==> src/rtl/cpu_types_pkg.sv <==
// Shared CPU-side types: machine word and the RAM handshake state reported by the memory model.
package cpu_types_pkg;

  localparam int WORD_W = 32;

  typedef logic [WORD_W-1:0] word_t;

  typedef enum logic [1:0] {
    FREE   = 2'd0,
    BUSY   = 2'd1,
    ACCESS = 2'd2,
    ERROR  = 2'd3
  } ramstate_t;

endpackage

==> src/rtl/mem_arbiter_access_timer.sv <==
// Saturating access-cycle counter; expired flags the last cycle an access may wait for the RAM.
module access_timer #(
  parameter int TIMEOUT = 64
) (
  input  logic CLK,
  input  logic nRST,
  input  logic clr,
  input  logic en,
  output logic expired
);

  localparam int CW = $clog2(TIMEOUT + 1);

  logic [CW-1:0] count;

  // clr wins over en so the count restarts from zero on every new access
  always_ff @(posedge CLK) begin
    if (!nRST || clr) begin
      count <= '0;
    end else if (en && (count != CW'(TIMEOUT))) begin
      count <= count + CW'(1);
    end
  end

  assign expired = (count == CW'(TIMEOUT - 1));

endmodule

==> src/rtl/mem_arbiter.sv <==
// Single-port RAM arbiter between instruction and data requests; data always wins,
// one access at a time, one-cycle hit pulses with registered load data.
module mem_arbiter
  import cpu_types_pkg::*;
#(
  parameter int TIMEOUT = 64
) (
  input  logic      CLK,
  input  logic      nRST,
  input  logic      iREN,
  input  word_t     iaddr,
  input  logic      dREN,
  input  logic      dWEN,
  input  word_t     daddr,
  input  word_t     dstore,
  output logic      ihit,
  output logic      dhit,
  output word_t     iload,
  output word_t     dload,
  output logic      ramREN,
  output logic      ramWEN,
  output word_t     ramaddr,
  output word_t     ramstore,
  input  word_t     ramload,
  input  ramstate_t ramstate,
  output logic      arb_err
);

  typedef enum logic [2:0] {
    IDLE  = 3'd0,
    DATA  = 3'd1,
    INSTR = 3'd2,
    RESP  = 3'd3,
    ERR   = 3'd4
  } arb_state_t;

  arb_state_t state;
  arb_state_t state_nxt;

  word_t addr_q;
  word_t store_q;
  logic  write_q;
  logic  in_access;
  logic  expired;
  logic  data_req;

  assign in_access = (state == DATA) || (state == INSTR);
  assign data_req  = dREN || dWEN;

  access_timer #(
    .TIMEOUT (TIMEOUT)
  ) u_timer (
    .CLK     (CLK),
    .nRST    (nRST),
    .clr     (!in_access),
    .en      (in_access),
    .expired (expired)
  );

  always_ff @(posedge CLK) begin
    if (!nRST) begin
      state <= IDLE;
    end else begin
      state <= state_nxt;
    end
  end

  always_comb begin
    state_nxt = state;
    unique case (state)
      IDLE: begin
        if (data_req) begin
          state_nxt = DATA;
        end else if (iREN) begin
          state_nxt = INSTR;
        end
      end
      DATA, INSTR: begin
        // ACCESS on the expiring cycle still completes the transfer
        if (ramstate == ACCESS) begin
          state_nxt = RESP;
        end else if ((ramstate == ERROR) || expired) begin
          state_nxt = ERR;
        end
      end
      RESP:    state_nxt = IDLE;
      ERR:     state_nxt = ERR;
      default: state_nxt = IDLE;
    endcase
  end

  always_ff @(posedge CLK) begin
    if (!nRST) begin
      addr_q  <= '0;
      store_q <= '0;
      write_q <= 1'b0;
      ihit    <= 1'b0;
      dhit    <= 1'b0;
      iload   <= '0;
      dload   <= '0;
      arb_err <= 1'b0;
    end else begin
      ihit <= 1'b0;
      dhit <= 1'b0;
      if (state == IDLE) begin
        if (data_req) begin
          addr_q  <= daddr;
          store_q <= dstore;
          write_q <= dWEN;
        end else if (iREN) begin
          addr_q  <= iaddr;
          write_q <= 1'b0;
        end
      end
      if ((state == INSTR) && (ramstate == ACCESS)) begin
        ihit  <= 1'b1;
        iload <= ramload;
      end
      // a write completion leaves the previous read word in dload
      if ((state == DATA) && (ramstate == ACCESS)) begin
        dhit <= 1'b1;
        if (!write_q) begin
          dload <= ramload;
        end
      end
      if (in_access && (state_nxt == ERR)) begin
        arb_err <= 1'b1;
      end
    end
  end

  assign ramREN   = (state == INSTR) || ((state == DATA) && !write_q);
  assign ramWEN   = (state == DATA) && write_q;
  assign ramaddr  = addr_q;
  assign ramstore = store_q;

endmodule

==> config.mk <==
export PLATFORM = sky130hd
export DESIGN_NAME = mem_arbiter
export DESIGN_NICKNAME = d
export VERILOG_FILES = /design/src/rtl/cpu_types_pkg.sv /design/src/rtl/mem_arbiter_access_timer.sv /design/src/rtl/mem_arbiter.sv
export SDC_FILE = /design/constraint.sdc
export NUM_CORES = 1
export LEC_CHECK = 0
export CORE_ASPECT_RATIO = 1.5
export CORE_MARGIN = 1
export CORE_UTILIZATION = 35
export CTS_CLUSTER_SIZE = 8
export DETAILED_ROUTE_END_ITERATION = 10
export PLACE_DENSITY_LB_ADDON = 0.05
export SLEW_MARGIN = 30
export SYNTH_ARGS = -nofsm -noshare
export SYNTH_HDL_FRONTEND = slang
export SYNTH_HIERARCHICAL = 1
export SYNTH_SLANG_ARGS = --single-unit
export TNS_END_PERCENT = 50
==> constraint.sdc <==
create_clock -name CLK -period 5.1 [get_ports CLK]
set_input_delay 1.02 -clock CLK [delete_from_list [all_inputs] [get_ports CLK]]
set_output_delay 1.02 -clock CLK [all_outputs]
set_load 0.02 [all_outputs]
[Word level (Yosys, flattened, before mapping)]
Index checks and enable logic that the tools add are counted.
Cells by class
  equality and inequality tests: 8
  reduce and logical (&&, ||, !) cells: 20
  bitwise gates (word level): 1
  add/sub/neg operators: 1
  mux-type cells: 11
Operator list (number)
  $mux 32: 2
  $mux 3: 4
  $pmux 3 s3: 1
  $add 7x1->7 const B: 1
  $eq 7x6->1 const B: 1
  $ne 7x7->1 const B: 1
  $eq 3x3->1 const B: 2
  $logic_and 1x1->1: 6
  $reduce_and 2->1: 3
  $logic_or 1x1->1: 5
  $eq 2x2->1 const B: 2
  $mux 1: 4
  $eq 3x1->1 const B: 1
  $eq 3x2->1 const B: 1
  $logic_not 1->1: 3
  $logic_not 3->1: 1
  $reduce_bool 2->1: 1
  $reduce_or 2->1: 1
  $not 1->1: 1
Word-level totals
  bits of input ports: 135
  word-level logic and storage cells: 51
  register bits: 142

[Depth between registers and ports, before layout]
Gate-level depths: netlist of run 1.
  depth after elaboration: 7
  gate-level depth with buffers: 7
  gate-level depth less buffers: 6

[Hierarchy]
Netlist of run 1, hierarchy kept.
Modules (own cells, without submodules)
  mem_arbiter: area an instance 5592.9 um^2, times used 1, cells an instance 671
  access_timer: area an instance 362.8 um^2, times used 1, cells an instance 44

[Worst setup path before layout of run 1]
OpenSTA, ideal clock, no wires.
  path type: register -> output
  from: reg state[2]
  to: out ramWEN
  data required time: 4.080 ns
  cell stages (with the launch flop): 5
  arrival: 1.204 ns
  path slack: 2.876 ns
  path buffers: 2
  path through: dfxtp_1 > buf_2 > nor3b_4 > buf_2 > and2_1
On the way
  longest elaborated chain between the ends: 2
RTL lines
  start, declared: RTL line mem_arbiter.sv:37  | arb_state_t state;
  start signal, assigned: RTL line mem_arbiter.sv:64  | state <= state_nxt;
  $eq 3x1->1: RTL line mem_arbiter.sv:133  | assign ramWEN = (state == DATA) && write_q;
  $logic_and 1x1->1: RTL line mem_arbiter.sv:133
  end, declared: RTL line mem_arbiter.sv:21  | output logic ramWEN,
Every way passes these cells.

[Worst setup path in the final report of run 1]
  from: reg state[0]
  to: out ramWEN
Same word-level chain as after synthesis.

==> run metrics, run 1 <==
clk_lat worst skew=0.42 ns; fmax=294 MHz; gp weighted congestion=0.800; area of the core=16700 um2; commonest register cell after synthesis=dfxtp_1; synthesis-to-layout area growth=54.9%; VDD IR-drop max=200 uV; H-Tree Level Count=4; Distinct cells, synth=44; switch share=31.0%; Switch Pwr=0.00106 W; Setup WS post-layout=1.69 ns; Clock Sink Count=142; die width=109 um; Die ar.=17600 um2; WL final=20000 um; Clock Skews=0.0101 ns; antenna-violating nets left=0; clk buf depth=2; FF-to-FF Start=state[2]$_SDFF_PN0_; CTS tree=done; Nets=1076; Post-synth EDFFs=0; RSZ-0062 raised after global routing=false; IO Count=268; crit path max fanout=33; Worst Setup SP=state[0]$_SDFF_PN0_; number of global-route vias before repair=6182; fraction of registers with async set/reset=0%; Pins Over Slew Limit=0; TNS Setup=0 ns; PostCTS Resize Cnt=0; Initial Util=35.7%; routed len/inst=17.2 um; Via Count=6294; Reg2Reg Capture Point=ramaddr[20]$_SDFFE_PN0P_; Residual DRC=0; Yosys top cell by area=dfxtp_1; Hold Violations, Final=0; endpoints failing setup=0; Post-Syn Area=5960 um2; CP Class=register to primary output; sequential share of power=37.4%; ranking of synthesized cells by area=dfxtp_1 48%, a21oi_1 11%, nand3_1 8.3%; CP startpoint kind=register; Slew @ Worst Pin=0.918 ns; Pint=0.00236 W; gr usage total=22.7%; pin count of the biggest net entering global routing=71; final instance area=9220 um2; hold_buf cts=0; Seq/Total Area, Yosys=47.7%; min Tclk post-route=3.41 ns; Placed Instance Area=8630 um2; clock-pin slew on the worst setup and hold paths=0.06 ns; Vias/cell=5.41; Yosys top cell area share=47.7%; clock power share=36.3%; relative slew slack=38.7%; CP peak stage delay=0.62 ns; FF-to-FF path depth=5; status=completed; Critical Path, Cell by Cell=nor3b_4, buf_4, and2_1, clkdlybuf4s50_1; Final period util=66.8%; Pre-antenna DRT Iters=6; synthesized netlist cell count=715; flops & latches, synth=142; reg2reg setup slack=2.73 ns; Comb pwr share=26.4%; number of max-cap violations=0; first-pass GRT wire length=31400 um; Iteration-0 DRC Markers=276; initial antenna violation count=0; Inserted Clock Buffers=17; Syn Nets=852; Port Buf Inserts=267; Die Y=162 um; Worst Hold Class=register to register; dpl ws=2.12 ns; end of the critical path=ramWEN; root buf cell=clkbuf_16; critical path required time=4.08 ns; Slowest cell on crit path=clkdlybuf4s50_1; Yosys warnings=6; Worst Setup End Kind=primary output; Pwr Density=372 nW/um2; Site Rows=58; layout cells sized above 1=7.04%; gr ovfl total=0; CP arrival=2.39 ns; post-detail-place hpwl=13400 um; Setup Fix Bufs, Post-CTS=0; LEAKAGE=3.15 nW; syn avg cell area=8.33 um2
-- metrics by stage --
stage | power, W | std cells | hold WS (ns) | util, %
after floorplan | 0.00182 | 715 | 0.465 | -
after global placement | 0.00219 | 1129 | 0.462 | 51.5
after detailed placement | 0.00221 | 1130 | 0.467 | 51.7
after CTS | 0.00346 | 1162 | 0.475 | 55.2
after global routing | 0.00358 | 1162 | 0.499 | 55.2
final | 0.00343 | 1163 | 0.476 | 55.3
-- area by class of cell --
class | instances | area (um2)
clock buffer | 20 | 457
tap | 210 | 263
fill | 1598 | 7470
clock inverter | 12 | 135
inverter | 7 | 30.0
multi-input combinational | 492 | 2710
timing repair buffer | 279 | 2780
sequential | 142 | 2840
antenna | 1 | 2.50
-- metal layers --
metal	vias up	routed length, um	share of wire [%]	track usage [%]
li1	3025	-	-	-
met1	2992	7730	39	25.4
met2	245	10200	51	39.2
met3	32	1570	7.9	6.98
met4	0	484	2.4	9.58
met5	-	0	0	0
-- cell usage in the layout, fill, tap and decap left out, types with 3 or more instances in the layout --
master           instances
clkdlybuf4s50_1        267
clkinvlp_4               4
nor3_1                   4
clkinv_2                 3
inv_1                    5
nand3_1                 99
o21ai_0                 39
nor2b_1                  3
nand2b_1                 4
clkbuf_16               17
a311oi_2                10
o21ai_1                 61
dfxtp_1                142
a311oi_1                22
or3_1                    3
nor2_1                   4
a21oi_1                136
inv_6                    3
nand2_1                 77
buf_4                   11
-- how the worst min path moves through the flow --
| stage | start | endpoint | cells past startpoint |
|---|---|---|---|
| after global placement | iload[24]$_SDFFE_PN0P_ | iload[24]$_SDFFE_PN0P_ | 2 |
| after floorplan | u_timer/count[1]$_SDFFE_PP0P_ | u_timer/count[1]$_SDFFE_PP0P_ | 2 |
| final | iload[11]$_SDFFE_PN0P_ | iload[11]$_SDFFE_PN0P_ | 2 |
| after detailed placement | iload[15]$_SDFFE_PN0P_ | iload[15]$_SDFFE_PN0P_ | 2 |
| after global routing | ramstore[3]$_SDFFE_PN0P_ | ramstore[3]$_SDFFE_PN0P_ | 2 |
| after CTS | iload[15]$_SDFFE_PN0P_ | iload[15]$_SDFFE_PN0P_ | 2 |
-- sequential cells by signal, summed over array words and instances, names as in the netlist --
name / flops
ihit: 1
arb_err: 1
iload: 32
state: 3
write_q: 1
u_timer/count: 7
ramaddr: 32
ramstore: 32
dload: 32
dhit: 1
-- Yosys cell counts (5+ instances only) --
| master | count |
|---|---|
| nand2_1 | 77 |
| dfxtp_1 | 142 |
| buf_6 | 8 |
| o21ai_0 | 39 |
| buf_2 | 31 |
| nor2_1 | 5 |
| o21ai_1 | 61 |
| a21oi_1 | 136 |
| a311oi_2 | 10 |
| buf_4 | 6 |
| a311oi_1 | 22 |
| inv_1 | 5 |
| nand3_1 | 99 |
| clkbuf_1 | 26 |
-- worst max-delay path: cells and delay by family (launching register included) --
kind                   cells  cell delay [ns]
and+or+nand+nor            2             0.42
DFF                        1             0.55
buffers and inverters      2             1.00
-- cells by family after synthesis --
group	after synthesis	synth area share, %
AOI/OAI and AO/OA	275	26.7
adders and majority gates	2	0.420
buffers and inverters	81	7.14
muxes	2	0.336
and+or+nand+nor	211	17.4
DFF	142	47.7
xor gates and xnor gates	2	0.294
-- power by group through the flow --
| stage | Sequential, W | Combinational [W] | Clock (W) |
|---|---|---|---|
| finish | 0.00128 | 0.000903 | 0.00124 |
| global route | 0.00129 | 0.000974 | 0.00132 |
| CTS | 0.00128 | 0.000911 | 0.00127 |
| detailed placement | 0.00130 | 0.000908 | 0 |
| global placement | 0.00130 | 0.000896 | 0 |
| floorplan | 0.00141 | 0.000410 | 0 |
(Power assumes the default switching activity.)
==> inputs of run 2 (changes only) <==
==> constraint.sdc (replaced) <==
create_clock -name CLK -period 3.5 [get_ports CLK]
set_input_delay 0.7 -clock CLK [delete_from_list [all_inputs] [get_ports CLK]]
set_output_delay 0.7 -clock CLK [all_outputs]
set_load 0.02 [all_outputs]
==> run 2 against run 1 <==
  * Worst setup slack worse by 0.95 ns
  * Combinational power grew 45%
  * Sequential power rose by 46%
  * Hold slack got worse by 0.0032 ns
  * Flip-flop and latch count stayed put
  * First-iteration DRC count is 25% higher
  * Non-clock buffer count up 4
  * Routed wire length shrank 0.37%
  * Critical path type unchanged
  * Largest cell class unchanged
==> run metrics, run 2 (synthesis results as in run 1) <==
status=completed; Die Y=162 um (unchanged); post-detail-place hpwl=13700 um (+1.9%); Slew @ Worst Pin=0.891 ns (-0.0271 ns); fmax=363 MHz; Clock Skews=0.0107 ns (+0.000555 ns); min Tclk post-route=2.76 ns; Top Family by Delay on Critical Path=buffers and inverters; VDD IR-drop max=247 uV (+24%); Port Buf Inserts=267 (unchanged); relative slew slack=40.5% (+1.8 points); sequential standard cell area=2840 um2 (unchanged); Residual DRC=0 (unchanged); Placed Cells=1134 (+0.35%); initial antenna violation count=0 (unchanged); CP Buf/Inv Count=1 (-1); LEAKAGE=3.18 nW (+0.90%); Clock Sink Count=142 (unchanged); Via Count=6324 (+0.48%); hold_buf cts=0 (unchanged); Pre-antenna DRT Iters=4 (-2); Iteration-0 DRC Markers=346 (+25%); gr usage total=22.4% (-0.25 points); clk buf depth=2 (unchanged); PostCTS Resize Cnt=0 (unchanged); Vias/cell=5.43 (+0.30%); Worst Hold End=ramstore[31]$_SDFFE_PN0P_; Pins Over Slew Limit=0 (unchanged); die width=109 um (unchanged); Reg2Reg Capture Point=ramaddr[23]$_SDFFE_PN0P_; clock-pin slew on the worst setup and hold paths=0.06 ns (about the same); CTS tree=done; Final period util=78.8%; Worst Hold Class=register to register; area of the core=16700 um2 (unchanged); Hold Violations, Final=0 (unchanged); ant diodes=0 (-1); Die ar.=17600 um2 (unchanged); CP Class=register to primary output; endpoints failing setup=0 (unchanged); root buf cell=clkbuf_16; Slowest cell on crit path=clkdlybuf4s50_1; FF-to-FF Start=state[2]$_SDFF_PN0_; number of max-cap violations=0 (unchanged); Setup Fix Bufs, Post-CTS=0 (unchanged); final cell count without fillers=1165 (+0.17%); number of global-route vias before repair=6179 (-0.049%); CP startpoint kind=register; pin count of the biggest net entering global routing=66 (-7.0%); RSZ-0062 raised after global routing=false; Pwr Density=546 nW/um2 (+47%); leading cell type in the layout, fill and taps excluded=clkdlybuf4s50_1; critical path required time=2.80 ns (-1.28 ns); first-pass GRT wire length=30700 um (-2.0%); Worst Hold Path Cells=2 (unchanged); FF-to-FF path depth=4 (-1); H-Tree Level Count=4 (unchanged); routed len/inst=17.1 um (-0.54%); Nets=1080 (+0.37%); Initial Util=35.7% (unchanged); synthesis-to-layout area growth=55.2%; layout cells sized above 1=7.33% (+0.29 points); Critical Path, Cell by Cell=nand2b_1, o21a_1, nor2_1, clkdlybuf4s50_1; TNS Setup=0 ns (unchanged); Inserted Clock Buffers=17 (unchanged); dpl ws=0.865 ns (-1.25 ns); Site Rows=58 (unchanged); antenna-violating nets left=0 (unchanged); Hold Crit Start=ramstore[31]$_SDFFE_PN0P_; reg2reg setup slack=1.13 ns (-1.60 ns); CP peak stage delay=0.65 ns (+0.03 ns); gr ovfl total=0 (unchanged); CP arrival=2.06 ns (-0.33 ns); Setup WS post-layout=0.744 ns (-0.949 ns); gp weighted congestion=0.835 (+4.4%); multi-input logic area=2710 um2 (about the same); clk_lat worst skew=0.42 ns (about the same); Worst Setup End Kind=primary output; commonest non-fill, non-tap cells in the layout=267 x clkdlybuf4s50_1, 142 x dfxtp_1, 136 x a21oi_1, 99 x nand3_1, 77 x nand2_1; crit path max fanout=11 (-67%); Fill cells=1569 (-1.8%); IO Count=268 (unchanged); WL final=19900 um (-0.37%)
[run 2: changes by cell type in the layout (fill, tap and decap cells not counted), moves of 2 or more]
cell,previous run,this run
buf_4,11,16
inv_6,3,0
clkinvlp_4,4,2
or3b_1,2,0
or3b_2,0,2
[run 2: stage by stage]
step	hold WS, ns	total power [W]	instance area [um2]	util [%]
after floorplan	0.465	0.00265	5960	-
final	0.473	0.00505	9240	55.4
after CTS	0.475	0.00510	9240	55.4
after detailed placement	0.467	0.00322	8640	51.7
after global routing	0.495	0.00525	9240	55.4
after global placement	0.463	0.00320	8630	51.7
[run 2: tightest hold or removal path: stages (launching register included)]
cell,delay [ns]
dfxtp_1,0.30
o21ai_0,0.06
a21oi_1,0.06
[run 2: how the worst max path moves through the flow]
stage / slack [ns] / end / from / cells after the start
2_1_floorplan: 1.60 / ramWEN / state[2]$_SDFF_PN0_ / 4
3_3_place_gp: 0.77 / ramaddr[8]$_SDFFE_PN0P_ / dWEN / 4
3_5_place_dp: 0.86 / dload[1]$_SDFFE_PN0P_ / ramstate[1] / 4
4_1_cts: 0.72 / ramREN / state[1]$_SDFF_PN0_ / 4
5_1_grt: 0.66 / ramREN / state[0]$_SDFF_PN0_ / 4
6_report: 0.74 / ramREN / state[1]$_SDFF_PN0_ / 4
[run 2: final cells by class]
type,instances,area share (%)
clock buffer,21,5.09
inverter,7,0.311
clock inverter,10,1.49
tap,210,2.84
timing repair buffer,283,30.2
multi-input combinational,492,29.3
sequential,142,30.8
[run 2: power breakdown]
group	internal, W	switching [W]	total, W
registers	0.00177	0.0000956	0.00187
clock network	0.00117	0.000696	0.00187
logic	0.000579	0.000735	0.00131
[run 2: metal layers]
metal / vias to the layer above / GRT usage (%) / routed length [um]
li1: 3017 / - / -
met1: 2994 / 24.3 / 7580
met2: 272 / 38.8 / 9990
met3: 41 / 7.30 / 1690
met4: 0 / 10.7 / 651
met5: - / 0 / 0
